--- src/rtl/score_tracker.sv ---
`default_nettype none
// ============================================================================
// Module      : score_tracker
// Description : Counts apples eaten and maintains the committed score, its
//               BCD tens/units digits and the session high score. Apple
//               edges accumulate in a small pending counter. Points are
//               committed one per frame_end, during vertical blanking, so the
//               displayed score never changes mid-frame.
// Ports       : clock_25      in   pixel clock, single clock domain
//               sync_reset    in   synchronous active-high reset (clears all)
//               apple_eaten   in   level; each rising edge = +1 point
//               game_over     in   level; entering high freezes scoring
//               new_game      in   1-cycle pulse; clears score, keeps high
//               frame_end     in   1-cycle pulse at start of vblank
//               score         out  committed score, binary
//               score_dec     out  committed tens digit, BCD
//               score_unit    out  committed units digit, BCD
//               high_score    out  best committed score since sync_reset
//               score_max     out  score has reached MAX_SCORE
//               score_changed out  1-cycle pulse after each commit
// Revision    : 1.0 - initial release
// ============================================================================
module score_tracker #(
    parameter int SCORE_BITS = 7,
    parameter int MAX_SCORE  = 99,   // must fit in two BCD digits (<= 99)
    parameter int PEND_BITS  = 2
) (
    input  logic                  clock_25,
    input  logic                  sync_reset,
    input  logic                  apple_eaten,
    input  logic                  game_over,
    input  logic                  new_game,
    input  logic                  frame_end,
    output logic [SCORE_BITS-1:0] score,
    output logic [3:0]            score_dec,
    output logic [3:0]            score_unit,
    output logic [SCORE_BITS-1:0] high_score,
    output logic                  score_max,
    output logic                  score_changed
);

    typedef enum logic [0:0] {
        ST_PLAY   = 1'b0,
        ST_FROZEN = 1'b1
    } state_t;

    localparam logic [SCORE_BITS-1:0] c_max_score = SCORE_BITS'(MAX_SCORE);
    localparam logic [PEND_BITS-1:0]  c_pend_full = '1;

    state_t                r_state;
    logic                  r_apple_prev;
    logic [PEND_BITS-1:0]  r_pending;
    logic [SCORE_BITS-1:0] r_score;
    logic [3:0]            r_dec;
    logic [3:0]            r_unit;
    logic [SCORE_BITS-1:0] r_high;
    logic                  r_max;
    logic                  r_changed;

    logic                  w_edge;
    logic                  w_pend_nz;
    logic                  w_below_max;
    logic                  w_commit;
    logic                  w_flush;
    logic [SCORE_BITS-1:0] w_score_inc;

    // Edges only count while playing; once frozen, apples are ignored but
    // points already pending still commit.
    assign w_edge      = apple_eaten & ~r_apple_prev & (r_state == ST_PLAY);
    assign w_pend_nz   = (r_pending != '0);
    assign w_below_max = (r_score < c_max_score);
    assign w_commit    = frame_end & w_pend_nz & w_below_max;
    // At saturation the backlog is discarded instead of committed.
    assign w_flush     = frame_end & w_pend_nz & ~w_below_max;
    assign w_score_inc = r_score + SCORE_BITS'(1);

    always_ff @(posedge clock_25) begin
        if (sync_reset) begin
            r_state      <= ST_PLAY;
            r_apple_prev <= 1'b0;
            r_pending    <= '0;
            r_score      <= '0;
            r_dec        <= 4'd0;
            r_unit       <= 4'd0;
            r_high       <= '0;
            r_max        <= 1'b0;
            r_changed    <= 1'b0;
        end else begin
            r_apple_prev <= apple_eaten;
            r_changed    <= 1'b0;

            if (new_game) begin
                // Restart wins over any same-cycle edge or commit.
                r_state   <= ST_PLAY;
                r_pending <= '0;
                r_score   <= '0;
                r_dec     <= 4'd0;
                r_unit    <= 4'd0;
                r_max     <= 1'b0;
            end else begin
                if (r_state == ST_PLAY && game_over) begin
                    r_state <= ST_FROZEN;
                end

                if (w_flush) begin
                    r_pending <= '0;
                end else if (w_commit && !w_edge) begin
                    r_pending <= r_pending - PEND_BITS'(1);
                end else if (w_edge && !w_commit && r_pending != c_pend_full) begin
                    r_pending <= r_pending + PEND_BITS'(1);
                end
                // edge + commit together: pending unchanged

                if (w_commit) begin
                    r_score   <= w_score_inc;
                    r_changed <= 1'b1;
                    r_max     <= (w_score_inc == c_max_score);
                    if (r_unit == 4'd9) begin
                        r_unit <= 4'd0;
                        r_dec  <= r_dec + 4'd1;
                    end else begin
                        r_unit <= r_unit + 4'd1;
                    end
                    if (w_score_inc > r_high) begin
                        r_high <= w_score_inc;
                    end
                end
            end
        end
    end

    assign score         = r_score;
    assign score_dec     = r_dec;
    assign score_unit    = r_unit;
    assign high_score    = r_high;
    assign score_max     = r_max;
    assign score_changed = r_changed;

endmodule
`default_nettype wire
--- config.mk ---
export PLATFORM = sky130hd
export DESIGN_NAME = score_tracker
export DESIGN_NICKNAME = d
export VERILOG_FILES = /design/src/rtl/score_tracker.sv
export SDC_FILE = /design/constraint.sdc
export NUM_CORES = 1
export LEC_CHECK = 0
export CAP_MARGIN = 30
export CORE_MARGIN = 2
export CORE_UTILIZATION = 40
export CTS_CLUSTER_SIZE = 24
export DETAILED_ROUTE_END_ITERATION = 7
export SLEW_MARGIN = 20
export SYNTH_ARGS = -nofsm -noshare
export SYNTH_HDL_FRONTEND = slang
export SYNTH_SLANG_ARGS = --single-unit
--- constraint.sdc ---
create_clock -name clock_25 -period 4.3 [get_ports clock_25]
set_input_delay 0.645 -clock clock_25 [delete_from_list [all_inputs] [get_ports clock_25]]
set_output_delay 0.645 -clock clock_25 [all_outputs]
set_load 0.01 [all_outputs]
# After elaboration in Yosys (flattened, before gate mapping)
# Index checks and enable logic that the tools add are counted.
[classes]
bitwise = 9
div_mod_pow = 0
multipliers = 0
reduce_logical = 12
n_lt_le_gt_ge = 2
n_eq_ne = 3
muxes = 4
n_addsub = 5
shifts = 0
[ops]
columns = ["operator", "n"]
rows = [
  ["adder 4 x 1 -> 4 bit (second input constant)", 2],
  ["adder 7 x 1 -> 7 bit (second input constant)", 1],
  ["== test 7 bit (second input constant)", 1],
  ["> comparator 7 bit", 1],
  ["< comparator 7 bit (second input constant)", 1],
  ["AND 1 bit", 5],
  ["== test 4 bit (second input constant)", 1],
  ["logical AND 1 bit", 4],
  ["2-to-1 mux 2 bit", 2],
  ["2-to-1 mux 4 bit", 1],
  ["NOT 1 bit", 4],
  ["nonzero test 2 bit", 2],
  ["AND reduction 3 bit", 1],
  ["OR reduction 3 bit", 1],
  ["adder 2 x 1 -> 2 bit (second input constant)", 1],
  ["logical NOT 1 bit", 2],
  ["!= test 2 bit (second input constant)", 1],
  ["AND reduction 2 bit", 1],
  ["OR reduction 2 bit", 1],
  ["subtractor 2 x 1 -> 2 bit (second input constant)", 1],
  ["2-to-1 mux 1 bit", 1],
]
[totals]
in_bits = 6
romBits = 0
mem_count = 0
register_bits = 28
mem_bits_rw = 0
latch_bits = 0
out_inout_bits = 24
wordCells = 44

# Logic depth before layout (Yosys ltp)
[depth]
ltp_word = 8
mapped_depth = 9
depth_no_buf = 9

# Least setup slack after synthesis
# OpenSTA, ideal clock, no wires.
[synth_timing]
path_kind = "register to register"
startpoint = "register r_score[0], in the netlist score[0]"
endpoint = "register r_high[0], in the netlist high_score[0]"
stages_incl_launch_ff = 10
period_less_slack_ns = 2.954
arrival_ns = 2.833
slack_ns = 1.346
setup_ns = 0.121
path_buffers = 0
t_required_ns = 4.179
cell_sequence = "dfxtp_1 ha_1 nand3_1 o21a_1 or2_2 ha_1 and3_1 a21o_1 a211oi_4 mux2_4"
[synth_via]
elab_chain_len = 3
elab_cells_between_ends = 5
cone_classes = "add/sub: 1; order compare: 2; bitwise: 1; reduce/logical: 1"
[synth_rtl]
columns = ["element", "line_no", "source"]
rows = [
  ["start, declared", "53", "logic [SCORE_BITS-1:0] r_score;"],
  ["start signal, assigned", "115", "r_score <= w_score_inc;"],
  ["adder 7 x 1 -> 7 bit", "75", "assign w_score_inc = r_score + SCORE_BITS'(1);"],
  ["named net w_score_inc[6]", "65", "logic [SCORE_BITS-1:0] w_score_inc;"],
  ["> comparator 7 bit", "124", "if (w_score_inc > r_high) begin"],
  ["AND reduction 3 bit (no line)", "--", ""],
  ["end signal, assigned", "125", "r_high <= w_score_inc;"],
  ["end, declared", "56", "logic [SCORE_BITS-1:0] r_high;"],
]
# The timed path passes the listed nets, and every way through them passes these cells.
# A chain may end at the register's enable or synchronous reset.

# Final worst setup path
# Same ends and word-level chain as after synthesis.

==> summary.md <==
| Metric | Value |
|---|---|
| Post-CTS Setup Repair Bufs | `0` |
| Die X | `68.6 microns` |
| Tightest Hold Check Type | `reg2reg` |
| Initial antenna violation count | `0` |
| Final Util | `50.7%` |
| Max-Cap Viols | `0` |
| Die Height | `68.6 microns` |
| Leak Pwr | `0.000727 uW` |
| Pwr per Cell Area | `231 mW/mm^2` |
| Post-DRT Antenna Nets | `0` |
| Mux cell area share after synthesis | `5.40%` |
| CTS tree | `yes` |
| Min cycle time layout | `3.16 ns` |
| Synth Register Bits | `28` |
| Top delay family on crit path | `compound AO/OA/AOI/OAI gates` |
| CP max stage cell | `dfxtp_1` |
| GR Util met1 | `20.3%` |
| Pre-CTS WS | `1.17 ns` |
| Post-DP Area | `0.00197 sq mm` |
| Reg clk slew, reported paths | `0.10 ns` |
| # DRC | `0` |
| Mapped Cells | `188` |
| Synthesized area per cell | `8.87 sq um` |
| Antenna cells | `0` |
| Setup slack after layout | `1.14 ns` |
| RSZ-0062 raised after global routing | `no` |
| I/O Pins | `30` |
| Slew @ Worst Pin | `0.708 ns` |
| Largest family of logic cells by synthesized area | `compound AO/OA/AOI/OAI gates` |
| Yosys cell types | `43` |
| Die Area | `0.00470 sq mm` |
| Rel. slew slack | `52.8%` |
| Most common cell after layout, fill and taps aside | `clkdlybuf4s50_1` |
| DPL Wire Length | `2720 microns` |
| Count of final max-slew check failures | `0` |
| CP startpoint kind | `register` |
| Simple-gate area share of the yosys netlist | `19.9%` |
| Crit path max fanout | `10` |
| Layout cells sized above 1 | `6.60%` |
| Pin count of the biggest net entering global routing | `18` |
| Endpoints failing setup | `0` |
| CP required | `4.49 ns` |
| Vias in the first global route | `1,262` |
| Synth-to-Final Area Change | `21.5%` |
| # rows | `23` |
| H-tree depth | `1` |
| Initial DRC count | `46` |
| Global Route Usage Sum | `16.6%` |
| IO Port Bufs | `29` |
| Crit share post-route | `73.4%` |
| Critical setup path kind | `reg2reg` |
| Buf/Inv on CP | `0` |
| Starting Density | `41.7%` |
| Worst-Skew Late Latency | `0.28 ns` |
| Most Frequent Cell on Critical Path | `ha_1` |
| Outcome | `complete, no violations` |
| Post-CTS Resized | `0` |
| Seq/Total Area, Yosys | `33.6%` |
| CP peak stage delay | `0.58 ns` |
| Setup crit end kind | `register` |
| Global placement routability congestion | `0.788` |
| Crit path cell chain | `ha_1 > nand3_1 > o21a_1 > or2_2 > ha_1 > and3_1 > a21o_1 > a211oi_4 > mux2_4` |
| CTS buffer count | `3` |
| First-pass GRT wire length | `5840 microns` |
| Nets | `230` |
| M2 GR Usage | `29.2%` |
| CP arrival | `3.34 ns` |
| Fillers | `377` |
| Worst vdd ir | `0.124 mV` |
| Area of the core | `0.00400 sq mm` |
| Met3 Track Usage GR | `2.76%` |
| Dpl cells | `258` |
| Largest area contributor in the netlist | `dfxtp_1` |
| Setup_tns | `0 ns` |
| Post-CTS Hold Buffers | `0` |
| Top-area cell type share of the netlist area | `33.6%` |
| Worst Skew | `0.00952 ns` |
| Compound-cell area share of the yosys netlist | `20.6%` |
| DR WL/cell | `13.9 microns` |
| Post-Synth Adder-Cell Area | `8.25%` |
| Clk buf depth | `2` |
| Clk sinks | `28` |
| Vias per inst | `5.24` |
| Synthesis Warnings | `0` |
| Mapped Area | `0.00167 sq mm` |
| Post-Synth XOR/XNOR Area | `6.83%` |
| Total number of vias | `1,372` |
| Global route overflow | `0` |
| GR peak layer | `met2` |
| Final hold viol count | `0` |
| Max Fclk | `317 MHz` |
| 1st-pass router iterations | `4` |
| Design area | `0.00203 sq mm` |
| Clock tree root driver cell | `clkbuf_8` |
| Most frequent cells in the layout | `clkdlybuf4s50_1, dfxtp_1, nor2_1` |
| Post-synth net total | `205` |
| Routed WL | `3640 microns` |
| Top cells by area, synth | `dfxtp_1, ha_1, nor2_1` |
| Layout Cells excl Fill | `262` |
logic make-up (layout without fill, tap and decap cells):
group                      after synthesis  in the layout
muxes                                    8              8
xor gates and xnor gates                13             13
buffers and inverters                   20             44
AOI/OAI and AO/OA                       43             43
DFF                                     28             28
and+or+nand+nor                         65             65
adders and majority gates               11             11
power breakdown:
group	internal, uW	switching [uW]
registers	262	3.13
clock network	82.3	87.8
logic	16.0	17.9
state kept, by name (all words and copies together) (netlist names):
| signal | flops |
|---|---|
| score_max | 1 |
| score_unit | 4 |
| r_state | 1 |
| score_changed | 1 |
| r_pending | 2 |
| score_dec | 4 |
| high_score | 7 |
| r_apple_prev | 1 |
| score | 7 |
worst paths after layout:
kind,from,to,slack [ns],cells past startpoint
hold / removal,score_max,score_max,0.48,2
hold reg to reg,score_max,score_max,0.48,2
setup reg to reg,score[0],high_score[0],1.14,9
setup / recovery,score[0],high_score[0],1.14,9
Yosys cell counts (all sizes together):
library cell	number
or3	2
o31ai	3
a22oi	1
o21a	4
nor2b	3
o211a	1
a2111oi	1
inv	11
buf	3
a211oi	2
xnor2	7
a2111o	1
o21ai	7
and4	1
or3b	1
a21oi	5
ha	11
and3b	1
nor3b	1
nor3	5
o2111ai	3
nand2b	8
nand2	8
and3	3
nor4bb	1
or2	3
a311oi	1
clkbuf	6
mux2	2
a31oi	2
a221oi	1
nand3	7
o21bai	2
dfxtp	28
mux2i	6
nor2	21
xor2	6
o211ai	6
a21o	3
tightest hold or removal path, cell delays in order (launching register included):
cell and delay [ns]:
dfxtp_1 0.33, nand3_1 0.06, o31ai_1 0.06
cell type report:
type / instances / area [sq um] / share of cell area [%]
repair buffers: 29 / 290 / 14.3
multi-input cells: 140 / 1020 / 50.2
clock buffers: 4 / 55.1 / 2.72
inverters: 11 / 41.3 / 2.04
well taps: 50 / 62.6 / 3.09
flip-flops and latches: 28 / 561 / 27.7
through the flow:
step | total power (uW) | hold WS (ns)
after floorplan | 293 | 0.452
after global placement | 304 | 0.467
after detailed placement | 305 | 0.472
after CTS | 476 | 0.487
after global routing | 485 | 0.520
final | 469 | 0.483
per-layer routing:
layer / part of all wire (%) / vias to the layer above / wire length (microns)
met5: 0 / - / 0
met4: 1.4 / 0 / 51
met3: 3.5 / 4 / 127
met2: 49 / 20 / 1770
met1: 47 / 640 / 1700
li1: - / 708 / -
Power figures use the tool's default switching activity.
